<file path="config.mk">
export PLATFORM = sky130hd
export DESIGN_NAME = branch_predict_unit_flat
export DESIGN_NICKNAME = d
export VERILOG_FILES = /design/src/rtl/branch_pkg.sv /design/src/rtl/branch_predict_unit_if.sv /design/src/rtl/branch_cond_sel.sv /design/src/rtl/branch_predict_unit.sv /design/src/flat_wrapper.sv
export SDC_FILE = /design/constraint.sdc
export NUM_CORES = 1
export LEC_CHECK = 0
export BUFFER_PORTS_ARGS = -buffer_cell sky130_fd_sc_hd__buf_2
export CAP_MARGIN = 30
export CORE_MARGIN = 2
export CORE_UTILIZATION = 50
export CTS_CLUSTER_DIAMETER = 40
export DETAILED_ROUTE_END_ITERATION = 10
export HOLD_SLACK_MARGIN = 0.02
export PLACE_DENSITY = 0.78
export SLEW_MARGIN = 10
export SYNTH_ARGS = -nofsm -noshare
export SYNTH_HDL_FRONTEND = slang
export SYNTH_SLANG_ARGS = --single-unit
</file>
<file path="constraint.sdc">
create_clock -name clk_i -period 2.6 [get_ports clk_i]
set_input_delay 0.26 -clock clk_i [delete_from_list [all_inputs] [get_ports clk_i]]
set_output_delay 0.26 -clock clk_i [all_outputs]
set_load 0.05 [all_outputs]
</file>
<file path="src/rtl/branch_pkg.sv">
// Shared constants and helpers for the branch predict unit.
// 2-bit PHT counter encoding and PC-to-index extraction.
package branch_pkg;

  localparam logic [1:0] PHT_SNT = 2'd0;
  localparam logic [1:0] PHT_WNT = 2'd1;
  localparam logic [1:0] PHT_WT  = 2'd2;
  localparam logic [1:0] PHT_ST  = 2'd3;
  localparam logic [1:0] PHT_RST = PHT_WNT;

  localparam int PC_MAX = 64;

  // Word-aligned PC: drop the low 2 bits, keep idx_w bits.
  function automatic logic [PC_MAX-1:0] pht_idx(
    input logic [PC_MAX-1:0] pc,
    input int unsigned       idx_w
  );
    return (pc >> 2) & ((64'd1 << idx_w) - 64'd1);
  endfunction

endpackage

</file>
<file path="src/rtl/branch_predict_unit_if.sv">
// Fetch, resolve and statistics signals of the branch predict unit.
// master drives the unit, slave is the unit itself.
interface branch_predict_unit_if #(
  parameter int SEL_W = 2,
  parameter int PC_W  = 32,
  parameter int CNT_W = 16
);
  localparam int COND_NUM = 2 ** SEL_W;

  logic                predict_en_i;
  logic [PC_W-1:0]     pred_pc_i;
  logic                pred_taken_o;
  logic                res_valid_i;
  logic [PC_W-1:0]     res_pc_i;
  logic [COND_NUM-1:0] cond_i;
  logic [SEL_W-1:0]    select_i;
  logic                res_pred_i;
  logic                taken_o;
  logic                mispredict_o;
  logic                stat_clr_i;
  logic [CNT_W-1:0]    branch_cnt_o;
  logic [CNT_W-1:0]    mispred_cnt_o;

  modport master (
    output predict_en_i, pred_pc_i,
    output res_valid_i, res_pc_i,
    output cond_i, select_i, res_pred_i,
    output stat_clr_i,
    input  pred_taken_o, taken_o,
    input  mispredict_o,
    input  branch_cnt_o, mispred_cnt_o
  );

  modport slave (
    input  predict_en_i, pred_pc_i,
    input  res_valid_i, res_pc_i,
    input  cond_i, select_i, res_pred_i,
    input  stat_clr_i,
    output pred_taken_o, taken_o,
    output mispredict_o,
    output branch_cnt_o, mispred_cnt_o
  );

endinterface

</file>
<file path="src/rtl/branch_cond_sel.sv">
// COND_NUM:1 condition-flag mux resolving branch direction.
// Generalises the old fixed 4-input select.
module branch_cond_sel #(
  parameter int SEL_W    = 2,
  parameter int COND_NUM = 2 ** SEL_W
) (
  input  logic [COND_NUM-1:0] cond,
  input  logic [SEL_W-1:0]    sel,
  output logic                taken
);

  assign taken = cond[sel];

endmodule

</file>
<file path="src/rtl/branch_predict_unit.sv">
// Branch resolution, 2-bit PHT prediction and profiling counters.
// PHT is a flop array so every entry can be reset to WNT.
module branch_predict_unit
  import branch_pkg::*;
#(
  parameter int SEL_W = 2,
  parameter int IDX_W = 4,
  parameter int PC_W  = 32,
  parameter int CNT_W = 16
) (
  input logic clk_i,
  input logic rst_i,
  branch_predict_unit_if.slave bus
);

  localparam int DEPTH = 2 ** IDX_W;

  logic [1:0]       pht [DEPTH];
  logic [IDX_W-1:0] pred_idx;
  logic [IDX_W-1:0] res_idx;
  logic             taken;
  logic             mispredict;
  logic [CNT_W-1:0] branch_cnt;
  logic [CNT_W-1:0] mispred_cnt;

  assign pred_idx = IDX_W'(pht_idx(PC_MAX'(bus.pred_pc_i), IDX_W));
  assign res_idx  = IDX_W'(pht_idx(PC_MAX'(bus.res_pc_i), IDX_W));

  branch_cond_sel #(
    .SEL_W (SEL_W)
  ) u_cond_sel (
    .cond  (bus.cond_i),
    .sel   (bus.select_i),
    .taken (taken)
  );

  assign mispredict = bus.res_valid_i & (taken ^ bus.res_pred_i);

  assign bus.taken_o       = taken;
  assign bus.mispredict_o  = mispredict;
  assign bus.pred_taken_o  = bus.predict_en_i & pht[pred_idx][1];
  assign bus.branch_cnt_o  = branch_cnt;
  assign bus.mispred_cnt_o = mispred_cnt;

  always_ff @(posedge clk_i) begin
    if (!rst_i) begin
      for (int i = 0; i < DEPTH; i++)
        pht[i] <= PHT_RST;
    end else if (bus.res_valid_i) begin
      if (taken && pht[res_idx] != PHT_ST)
        pht[res_idx] <= pht[res_idx] + 2'd1;
      else if (!taken && pht[res_idx] != PHT_SNT)
        pht[res_idx] <= pht[res_idx] - 2'd1;
    end
  end

  // Clear wins over increment; counters stick at all-ones.
  always_ff @(posedge clk_i) begin
    if (!rst_i) begin
      branch_cnt  <= '0;
      mispred_cnt <= '0;
    end else if (bus.stat_clr_i) begin
      branch_cnt  <= '0;
      mispred_cnt <= '0;
    end else begin
      if (bus.res_valid_i && branch_cnt != '1)
        branch_cnt <= branch_cnt + CNT_W'(1);
      if (mispredict && mispred_cnt != '1)
        mispred_cnt <= mispred_cnt + CNT_W'(1);
    end
  end

endmodule
</file>
<file path="src/flat_wrapper.sv">
// flat-port wrapper written by rule: the top's interface ports become plain ports
module branch_predict_unit_flat import branch_pkg::*;
#(
  parameter int SEL_W = 2,
  parameter int IDX_W = 4,
  parameter int PC_W  = 32,
  parameter int CNT_W = 16
)
  (clk_i, rst_i, bus_predict_en_i, bus_pred_pc_i, bus_res_valid_i, bus_res_pc_i, bus_cond_i, bus_select_i, bus_res_pred_i, bus_stat_clr_i, bus_pred_taken_o, bus_taken_o, bus_mispredict_o, bus_branch_cnt_o, bus_mispred_cnt_o);
  branch_predict_unit_if #(.SEL_W(SEL_W), .PC_W(PC_W), .CNT_W(CNT_W)) bus_i ();
  input logic clk_i;
  input logic rst_i;
  input wire logic [$bits(bus_i.predict_en_i)-1:0] bus_predict_en_i;
  input wire logic [$bits(bus_i.pred_pc_i)-1:0] bus_pred_pc_i;
  input wire logic [$bits(bus_i.res_valid_i)-1:0] bus_res_valid_i;
  input wire logic [$bits(bus_i.res_pc_i)-1:0] bus_res_pc_i;
  input wire logic [$bits(bus_i.cond_i)-1:0] bus_cond_i;
  input wire logic [$bits(bus_i.select_i)-1:0] bus_select_i;
  input wire logic [$bits(bus_i.res_pred_i)-1:0] bus_res_pred_i;
  input wire logic [$bits(bus_i.stat_clr_i)-1:0] bus_stat_clr_i;
  output wire logic [$bits(bus_i.pred_taken_o)-1:0] bus_pred_taken_o;
  output wire logic [$bits(bus_i.taken_o)-1:0] bus_taken_o;
  output wire logic [$bits(bus_i.mispredict_o)-1:0] bus_mispredict_o;
  output wire logic [$bits(bus_i.branch_cnt_o)-1:0] bus_branch_cnt_o;
  output wire logic [$bits(bus_i.mispred_cnt_o)-1:0] bus_mispred_cnt_o;
  assign bus_i.predict_en_i = bus_predict_en_i;
  assign bus_i.pred_pc_i = bus_pred_pc_i;
  assign bus_i.res_valid_i = bus_res_valid_i;
  assign bus_i.res_pc_i = bus_res_pc_i;
  assign bus_i.cond_i = bus_cond_i;
  assign bus_i.select_i = bus_select_i;
  assign bus_i.res_pred_i = bus_res_pred_i;
  assign bus_i.stat_clr_i = bus_stat_clr_i;
  assign bus_pred_taken_o = bus_i.pred_taken_o;
  assign bus_taken_o = bus_i.taken_o;
  assign bus_mispredict_o = bus_i.mispredict_o;
  assign bus_branch_cnt_o = bus_i.branch_cnt_o;
  assign bus_mispred_cnt_o = bus_i.mispred_cnt_o;
  branch_predict_unit #(.SEL_W(SEL_W), .IDX_W(IDX_W), .PC_W(PC_W), .CNT_W(CNT_W)) u_core (.clk_i(clk_i), .rst_i(rst_i), .bus(bus_i));
endmodule
</file>
# Word level (Yosys, flattened, before mapping)
# Memories as Yosys holds them, arrays and structs flattened.
# Cells that the tools add are included.
# word_totals
register_bits,32
mem_count,1
elab_cells,40
mem_bits_rw,32
rom_bits,0
latch_bits,0
in_bits,76
# memory_table
memory,depth,width,rd,rd_ports_with_merged_regs,wr,line_no,text
u_core.pht,16,2,2,0,16,branch_predict_unit.sv:18,logic [1:0] pht [DEPTH];
# classes
reduce_logical,8
mux,16
n_mul,0
shifts,0
addsub,4
eq_ne,3
n_div,0
magnitude_cmp,1
bitwise,5
# op_table
operator,n
$add 16x1->16 const B,2
$ne 16x16->1 const B,2
$mux 1,12
$logic_and 1x1->1,4
$mux 2,2
$mux 4,1
$reduce_or 2->1,2
$lt 2x3->1 const B,1
$add 2x1->2 const B,1
$and 1x1->1,2
$bmux 1 s2,1
$ne 2x2->1 const B,1
$reduce_bool 2->1,1
$sub 2x1->2 const B,1
$logic_not 1->1,1
$not 1->1,1
$or 1x1->1,1
$xor 1x1->1,1

# Logic depth before layout (Yosys ltp)
# Gate-level depths: netlist (run 1).
# depth
ltp_word,12
mapped_depth,7
depth_no_buf,6

# By module
# Synthesis (run 1) repeated with hierarchy kept, for this count alone.
# unflattened
hier_cells,356
hier_area_um2,3681.0
# modules_own_cells
mod,area_each_um2,cells_per_inst,seq_area_each_um2,instances
branch_predict_unit,3658.5,355,1601.5,1
branch_cond_sel,22.5,1,0.0,1

# Worst setup path before layout (run 1)
# Ideal clock, no wire load.
# synth_path
path_type,register to register
startpoint,"register u_core.mispred_cnt[0], in the netlist u_core.bus.mispred_cnt_o[0]"
endpoint,"register u_core.mispred_cnt[1], in the netlist u_core.bus.mispred_cnt_o[1]"
n_path_buf,1
setup_ns,0.128
period_less_slack_ns,2.303
arrival_ns,2.176
stages_incl_launch_ff,8
setup_slack_ns,0.297
cell_sequence,dfxtp_1 -> ha_1 -> nand3_1 -> or4_1 -> nand3_2 -> buf_2 -> mux2i_1 -> nor2_1
# synth_via
elab_chain_len,2
# synth_lines
item,line_no,text
start: declaration,branch_predict_unit.sv:24,logic [CNT_W-1:0] mispred_cnt;
start signal: assignment,branch_predict_unit.sv:69,mispred_cnt <= mispred_cnt + CNT_W'(1);
branches (longest 2 deep; another with $add 16x1->16),-,
# Several ways; the timed one is not identified.
# A chain may end at the register's enable or synchronous reset.

==> results of run 1 <==
[where the power goes]
group	internal [W]	switching, W	total [W]	leakage, nW
registers	0.00107	0.0000103	0.00108	0.537
clock network	0.000366	0.000369	0.000735	0.0899
logic	0.0000882	0.000171	0.000260	0.783
[kinds of logic after synthesis]
group                    count (synthesis)  synth area share
adder cells (fa/ha/maj)                  2           0.00704
multiplexers                            22             0.119
flip-flops                              64             0.451
AO/OA/AOI/OAI                           53            0.0929
buffers and inverters                   24            0.0299
AND/OR/NAND/NOR                        177             0.253
XOR/XNOR                                17            0.0472
[cells in the mapped netlist, types with 6 or more instances]
cell type and n:
nand2_1 44, xor2_1 14, nand4_1 14, or3_1 8, nor2_1 43, mux4_2 14
nand3_1 18, a21oi_1 10, edfxtp_1 32, o21ai_0 22, nor4_1 7, or4_1 6
dfxtp_1 32, nor3_1 10, clkbuf_1 11
[metrics by stage]
step / util / cell area [um2] / hold slack, ns / setup slack (ns)
6_report: 0.595 / 4070 / 0.255 / 0.291
5_1_grt: 0.595 / 4070 / 0.301 / 0.224
4_1_cts: 0.595 / 4070 / 0.249 / 0.272
3_5_place_dp: 0.571 / 3900 / 0.509 / 0.196
3_3_place_gp: 0.571 / 3900 / 0.489 / 0.202
2_1_floorplan: - / 3550 / 0.464 / 0.297
[routing by layer]
layer	wire, um	track usage	vias to the layer above
li1	-	-	1453
met1	3360	0.292	1461
met2	3840	0.351	113
met3	560	0.0354	17
met4	160	0.107	0
met5	0	0	-
[cells in the final DEF, fill, tap and decap left out, types with 3 or more instances in the layout]
master    count
a21oi_1      10
a31oi_1       3
and3_1        4
buf_2        54
buf_4         6
clkbuf_8     10
clkinv_2      4
dfxtp_1      32
edfxtp_1     32
inv_1         5
mux2i_1       5
mux4_2       14
nand2_1      44
nand2b_1      5
nand3_1      18
nand4_1      14
nor2_1       43
nor2b_1       4
nor3_1       10
nor4_1        7
nor4_2        4
o211ai_1      4
o21ai_0      22
o31ai_1       4
or3_1         8
or4_1         6
xor2_1       14
[registers in the layout, indices dropped and copies added, names as in the netlist]
| signal | count |
|---|---|
| u_core.bus.branch_cnt_o | 16 |
| u_core.bus.mispred_cnt_o | 16 |
| u_core.pht | 32 |
[final cells by class]
| class | instances | area, um2 | area share |
|---|---|---|---|
| Tap cell | 96 | 120 | 0.0295 |
| Inverter | 5 | 18.8 | 0.00461 |
| Clock inverter | 4 | 20.0 | 0.00492 |
| Sequential cell | 64 | 1600 | 0.394 |
| Timing Repair Buffer | 60 | 315 | 0.0775 |
| Multi-Input combinational cell | 271 | 1850 | 0.454 |
| Clock buffer | 12 | 145 | 0.0357 |
[path summary, 6_finish.rpt]
kind                                                      to
worst max register to register             u_core.pht[11][0]
worst min-delay path             u_core.bus.mispred_cnt_o[4]
worst min register to register  u_core.bus.mispred_cnt_o[15]
worst max-delay path                        bus_pred_taken_o
[critical path, delay by kind of cell (launching register included)]
kind,cells,cell delay [ns]
multiplexers,2,0.93
flip-flops,1,0.42
buffers and inverters,1,0.20
AND/OR/NAND/NOR,1,0.16
==> results.json, run 1 <==
{
  "die_y_um": 88.3,
  "drc": 0,
  "skew_ns": 0.00845,
  "syn-num-nets": 437,
  "synth_top_cells_by_area": "edfxtp_1, dfxtp_1, mux4_2",
  "p_leak_nw": 1.41,
  "antenna_found_initial": 0,
  "power_w": 0.00208,
  "hold_class": "input pin to flip-flop",
  "io_pins": 111,
  "max-vdd-ir-drop_uv": 290,
  "r2r_cells": 4,
  "io_buffers": 54,
  "die_w_um": 88.3,
  "clk_pin_slew_worst_paths_ns": 0.07,
  "clkSinkCount": 64,
  "vias": 3044,
  "dpl.cell_count": 496,
  "place.gp.congestion": 0.856,
  "numCtsBuffers": 9,
  "r2r-start": "u_core.pht[10][1]",
  "synth_area_leader_cell": "edfxtp_1",
  "root_buffer": "clkbuf_8",
  "holdPathStages": 4,
  "hold_start": "bus_stat_clr_i",
  "cp_slowest_cell": "mux4_2",
  "core-area_um2": 6830,
  "yosysUniqueCellTypes": 49,
  "synth.yosys.warnings": 0,
  "cp.arrival_ns": 2.05,
  "ant_nets": 0,
  "wl_um": 7920,
  "drt-pass1-iter-count": 4,
  "cts_tree": "built",
  "track_usage": 0.219,
  "clockBufferDepth": 2,
  "worst_pin_slew_ns": 0.558,
  "endpoint_kind": "primary output",
  "yosysTopAreaCellShare": 0.270,
  "viasPerCell": 5.95,
  "stdcell_count": 512,
  "nets": 489,
  "rsz0062_at_grt": "no",
  "outcome": "finished clean",
  "synth_seq_cells": 64,
  "diodes": 0,
  "cts_setup_buffers": 0,
  "area_growth_pct": 14.4,
  "postCtsHoldBufs": 0,
  "clock_latency_ns": 0.34,
  "fmax_mhz": 433,
  "die-area_um2": 7800,
  "max_stage_delay_ns": 0.48,
  "grt_overflow": 0,
  "setup_tns_ns": 0,
  "drv_cap": 0,
  "synth_area_um2": 3550,
  "hpwl_um": 5660,
  "syn_inst": 359,
  "r2r_slack_ns": 0.34,
  "post_cts_resized": 0,
  "grt_pass1_vias": 2868,
  "synth-edff-count": 32,
  "crit_type": "flip-flop to primary output",
  "drt_iter0_drc": 221,
  "yosysSeqAreaShare": 0.451,
  "setup-violations-final": 0,
  "crit_fanout": 2,
  "syn_area_per_cell_um2": 9.90,
  "fill_cells": 593,
  "crit_chain": "mux4_2 > mux4_2 > and2_1 > buf_2",
  "startpoint": "u_core.pht[2][1]",
  "async_flop_share": 0,
  "cp.required_ns": 2.34,
  "drive_gt1_frac": 0.248,
  "cts.htree.levels": 3,
  "synthFlopType": "edfxtp_1",
  "critPathLaunchType": "flip-flop",
  "grt_pass1_wl_um": 13100,
  "slew_headroom": 0.625,
  "avgRoutedWirePerCell_um": 15.5,
  "p_per_area_nw_per_um2": 511,
  "rows": 30,
  "grt_max_degree": 32,
  "start_util": 0.520,
  "final_max_slew_viol_count": 0,
  "finalHoldViolCount": 0,
  "fin_crit_sh": 0.888,
  "crit_top_cell": "mux4_2",
  "period_needed_ns": 2.31
}
(Power assumes the default switching activity.)
==> run 2: changes to the inputs <==
--- a/config.mk
+++ b/config.mk
@@ -9,6 +9,7 @@
 export CAP_MARGIN = 30
 export CORE_MARGIN = 2
 export CORE_UTILIZATION = 50
+export CTS_BUF_LIST = sky130_fd_sc_hd__clkbuf_4
 export CTS_CLUSTER_DIAMETER = 40
 export DETAILED_ROUTE_END_ITERATION = 10
 export HOLD_SLACK_MARGIN = 0.02
==> results.json, run 2 (same netlist as run 1, synthesis figures left out) <==
{
  "power_w": 0.00190,
  "outcome": "finished clean",
  "antenna_found_initial": 0,
  "period_needed_ns": 2.38,
  "cts_tree": "built",
  "cts.htree.levels": 3,
  "cp.required_ns": 2.34,
  "final_common_cell": "buf_2",
  "hold_start": "bus_stat_clr_i",
  "io_buffers": 54,
  "setup-violations-final": 0,
  "layout_common_cells": "buf_2, nand2_1, nor2_1",
  "clk_pin_slew_worst_paths_ns": 0.11,
  "avgRoutedWirePerCell_um": 15.4,
  "drc": 0,
  "drive_gt1_frac": 0.250,
  "nets": 489,
  "finalHoldViolCount": 0,
  "drt-pass1-iter-count": 4,
  "root_buffer": "clkbuf_4",
  "io_pins": 111,
  "p_leak_nw": 1.39,
  "drv_cap": 0,
  "crit_type": "flip-flop to primary output",
  "cp.arrival_ns": 2.12,
  "critPathLaunchType": "flip-flop",
  "clock_latency_ns": 0.40,
  "r2r_cells": 4,
  "place.gp.congestion": 0.856,
  "max-vdd-ir-drop_uv": 273,
  "die-area_um2": 7800,
  "grt_pass1_vias": 2845,
  "area_growth_pct": 12.8,
  "fmax_mhz": 420,
  "endpoint_kind": "primary output",
  "numCtsBuffers": 9,
  "die_y_um": 88.3,
  "worst_pin_slew_ns": 0.554,
  "start_util": 0.520,
  "largest_reg_flops": 32,
  "track_usage": 0.219,
  "final_max_slew_viol_count": 0,
  "setup_slack_ns": 0.217,
  "pre_cts_slack_ns": 0.196,
  "skew_ns": 0.0109,
  "grt_pass1_wl_um": 13100,
  "clockBufferDepth": 2,
  "holdPathStages": 4,
  "wl_um": 7890,
  "regMostFlops": "u_core.pht",
  "diodes": 0,
  "rsz0062_at_grt": "no",
  "core-area_um2": 6830,
  "vias": 3029,
  "setup_tns_ns": 0,
  "viasPerCell": 5.92,
  "post-route-util": 0.587,
  "postCtsHoldBufs": 0,
  "rows": 30,
  "crit_fanout": 2,
  "slew_headroom": 0.629,
  "grt_max_degree": 32,
  "hold_class": "input pin to flip-flop",
  "ant_nets": 0,
  "startpoint": "u_core.pht[10][1]",
  "post_cts_resized": 0,
  "grt_overflow": 0,
  "r2r-start": "u_core.pht[10][1]",
  "drt_iter0_drc": 290,
  "fin_crit_sh": 0.916,
  "hpwl_um": 5660,
  "die_w_um": 88.3,
  "p_per_area_nw_per_um2": 475,
  "cts_setup_buffers": 0,
  "clkSinkCount": 64
}
[run 2: routing by layer]
metal | up-vias | wire (um) | GRT usage
li1 | 1460 | - | -
met1 | 1421 | 3420 | 0.294
met2 | 127 | 3720 | 0.347
met3 | 21 | 579 | 0.0373
met4 | 0 | 180 | 0.105
met5 | - | 0 | 0
[run 2: power by group]
part	total, W	internal [W]	switching, W
registers	0.00108	0.00107	0.0000102
logic	0.000260	0.0000882	0.000172
clock network	0.000560	0.000209	0.000351
total	0.00190	0.00137	0.000533
[run 2: final cells by class]
type                            instances  area, um2
Multi-Input combinational cell        271       1850
Sequential cell                        64       1600
Tap cell                               96        120
Fill cell                             609       2820
Clock buffer                           11       82.6
Timing Repair Buffer                   60        315
Clock inverter                          5       23.8
Inverter                                5       18.8
[run 2: path summary, 6_finish.rpt]
check                                      end  slack, ns
hold / removal     u_core.bus.mispred_cnt_o[4]       0.19
setup / recovery              bus_pred_taken_o       0.22
setup reg to reg             u_core.pht[11][1]       0.33
hold reg to reg   u_core.bus.mispred_cnt_o[11]       0.53
[run 2: metrics by stage]
step | hold WS [ns] | cells | cell area [um2]
floorplan | 0.464 | 359 | 3550
detailed placement | 0.509 | 496 | 3900
CTS | 0.174 | 512 | 4010
global placement | 0.489 | 496 | 3900
finish | 0.188 | 512 | 4010
global route | 0.223 | 512 | 4010
[run 2: critical path, stage by stage (launching register included)]
cell and delay [ns]:
edfxtp_1 0.43, mux4_2 0.47, mux4_2 0.46, and2_1 0.16
buf_2 0.20
==> run 3: changes to the inputs <==
==> constraint.sdc (replaced) <==
create_clock -name clk_i -period 2.91 [get_ports clk_i]
set_input_delay 0.291 -clock clk_i [delete_from_list [all_inputs] [get_ports clk_i]]
set_output_delay 0.291 -clock clk_i [all_outputs]
set_load 0.05 [all_outputs]
==> results.json, run 3 (same netlist as run 1, synthesis figures left out) <==
{
  "drt_iter0_drc": 165,
  "endpoint_kind": "primary output",
  "core-area_um2": 6830,
  "ant_nets": 0,
  "track_usage": 0.221,
  "power_frac_clock": 0.368,
  "skew_ns": 0.0109,
  "finalHoldViolCount": 0,
  "vias": 3036,
  "diodes": 0,
  "cts_setup_buffers": 0,
  "cp.required_ns": 2.62,
  "pre_cts_slack_ns": 0.320,
  "period_needed_ns": 2.47,
  "viasPerCell": 5.93,
  "start_util": 0.520,
  "grt_pass1_wl_um": 13300,
  "drv_cap": 0,
  "clkSinkCount": 64,
  "setup-violations-final": 0,
  "clock_latency_ns": 0.42,
  "fmax_mhz": 405,
  "seq_power_share": 0.511,
  "grt_overflow": 0,
  "swShare": 0.255,
  "rows": 30,
  "hpwl_um": 5710,
  "io_pins": 111,
  "rsz0062_at_grt": "no",
  "clk_pin_slew_worst_paths_ns": 0.11,
  "crit_type": "flip-flop to primary output",
  "hold_class": "input pin to flip-flop",
  "drc": 0,
  "area_growth_pct": 14.3,
  "grt_pass1_vias": 2837,
  "root_buffer": "clkbuf_4",
  "slew_headroom": 0.595,
  "postCtsHoldBufs": 0,
  "grt_max_degree": 33,
  "crit_fanout": 2,
  "antenna_found_initial": 0,
  "cp.arrival_ns": 2.18,
  "post-route-util": 0.595,
  "layout_common_cells": "buf_2, nand2_1, nor2_1",
  "die-area_um2": 7800,
  "critPathLaunchType": "flip-flop",
  "post_cts_resized": 0,
  "numCtsBuffers": 9,
  "die_y_um": 88.3,
  "nets": 489,
  "drive_gt1_frac": 0.252,
  "drt-pass1-iter-count": 5,
  "p_per_area_nw_per_um2": 467,
  "fin_crit_sh": 0.848,
  "final_common_cell": "buf_2",
  "combPwrFrac": 0.121,
  "final_max_slew_viol_count": 0,
  "avgRoutedWirePerCell_um": 15.5,
  "clockBufferDepth": 2,
  "p_leak_nw": 1.41,
  "outcome": "finished clean",
  "power_switching_w": 0.000483,
  "setup_slack_ns": 0.441,
  "p_int_w": 0.00141,
  "die_w_um": 88.3,
  "fill_cells": 615,
  "place.gp.congestion": 0.927,
  "cts_tree": "built",
  "io_buffers": 54,
  "worst_pin_slew_ns": 0.599,
  "wl_um": 7920,
  "setup_tns_ns": 0,
  "cts.htree.levels": 3,
  "regMostFlops": "u_core.pht",
  "max-vdd-ir-drop_uv": 340,
  "largest_reg_flops": 32
}
[run 3: area by class of cell]
cell class / instances / area (um2) / area share
tap: 96 / 120 / 0.0296
multi-input combinational: 271 / 1850 / 0.455
inverter: 5 / 18.8 / 0.00462
clock inverter: 4 / 68.8 / 0.0169
timing repair buffer: 60 / 315 / 0.0776
clock buffer: 12 / 90.1 / 0.0222
sequential: 64 / 1600 / 0.394
[run 3: through the flow]
stage | hold WS, ns | power (W) | area (um2) | std cells
after CTS | 0.193 | 0.00191 | 4060 | 512
final | 0.202 | 0.00189 | 4060 | 512
after global placement | 0.487 | 0.00121 | 3900 | 496
after floorplan | 0.495 | 0.00116 | 3550 | 359
after detailed placement | 0.494 | 0.00122 | 3900 | 496
after global routing | 0.248 | 0.00196 | 4060 | 512
[run 3: worst max-delay path, cell delays in order (launching register included)]
cell	delay, ns
edfxtp_1	0.44
mux4_2	0.49
mux4_2	0.46
and2_1	0.16
buf_2	0.20
[run 3: metal layers]
metal | global-route usage | vias up | routed length [um]
met5 | 0 | - | 0
met4 | 0.103 | 0 | 197
met3 | 0.0494 | 16 | 574
met2 | 0.360 | 115 | 3790
met1 | 0.283 | 1451 | 3360
li1 | - | 1454 | -
[run 3: worst paths after layout]
path | to | depth (start not counted) | slack, ns | start
setup / recovery | bus_pred_taken_o | 4 | 0.44 | u_core.pht[10][1]
setup reg to reg | u_core.pht[11][0] | 4 | 0.56 | u_core.pht[10][1]
hold reg to reg | u_core.bus.mispred_cnt_o[9] | 2 | 0.51 | u_core.bus.mispred_cnt_o[9]
hold / removal | u_core.bus.mispred_cnt_o[4] | 4 | 0.20 | bus_stat_clr_i
[run 3: power by group through the flow]
stage | Sequential, W | Combinational (W) | Clock [W]
2_1_floorplan | 0.000990 | 0.000168 | 0
3_3_place_gp | 0.000987 | 0.000223 | 0
3_5_place_dp | 0.000989 | 0.000228 | 0
4_1_cts | 0.000968 | 0.000229 | 0.000709
5_1_grt | 0.000970 | 0.000250 | 0.000742
6_report | 0.000968 | 0.000230 | 0.000697
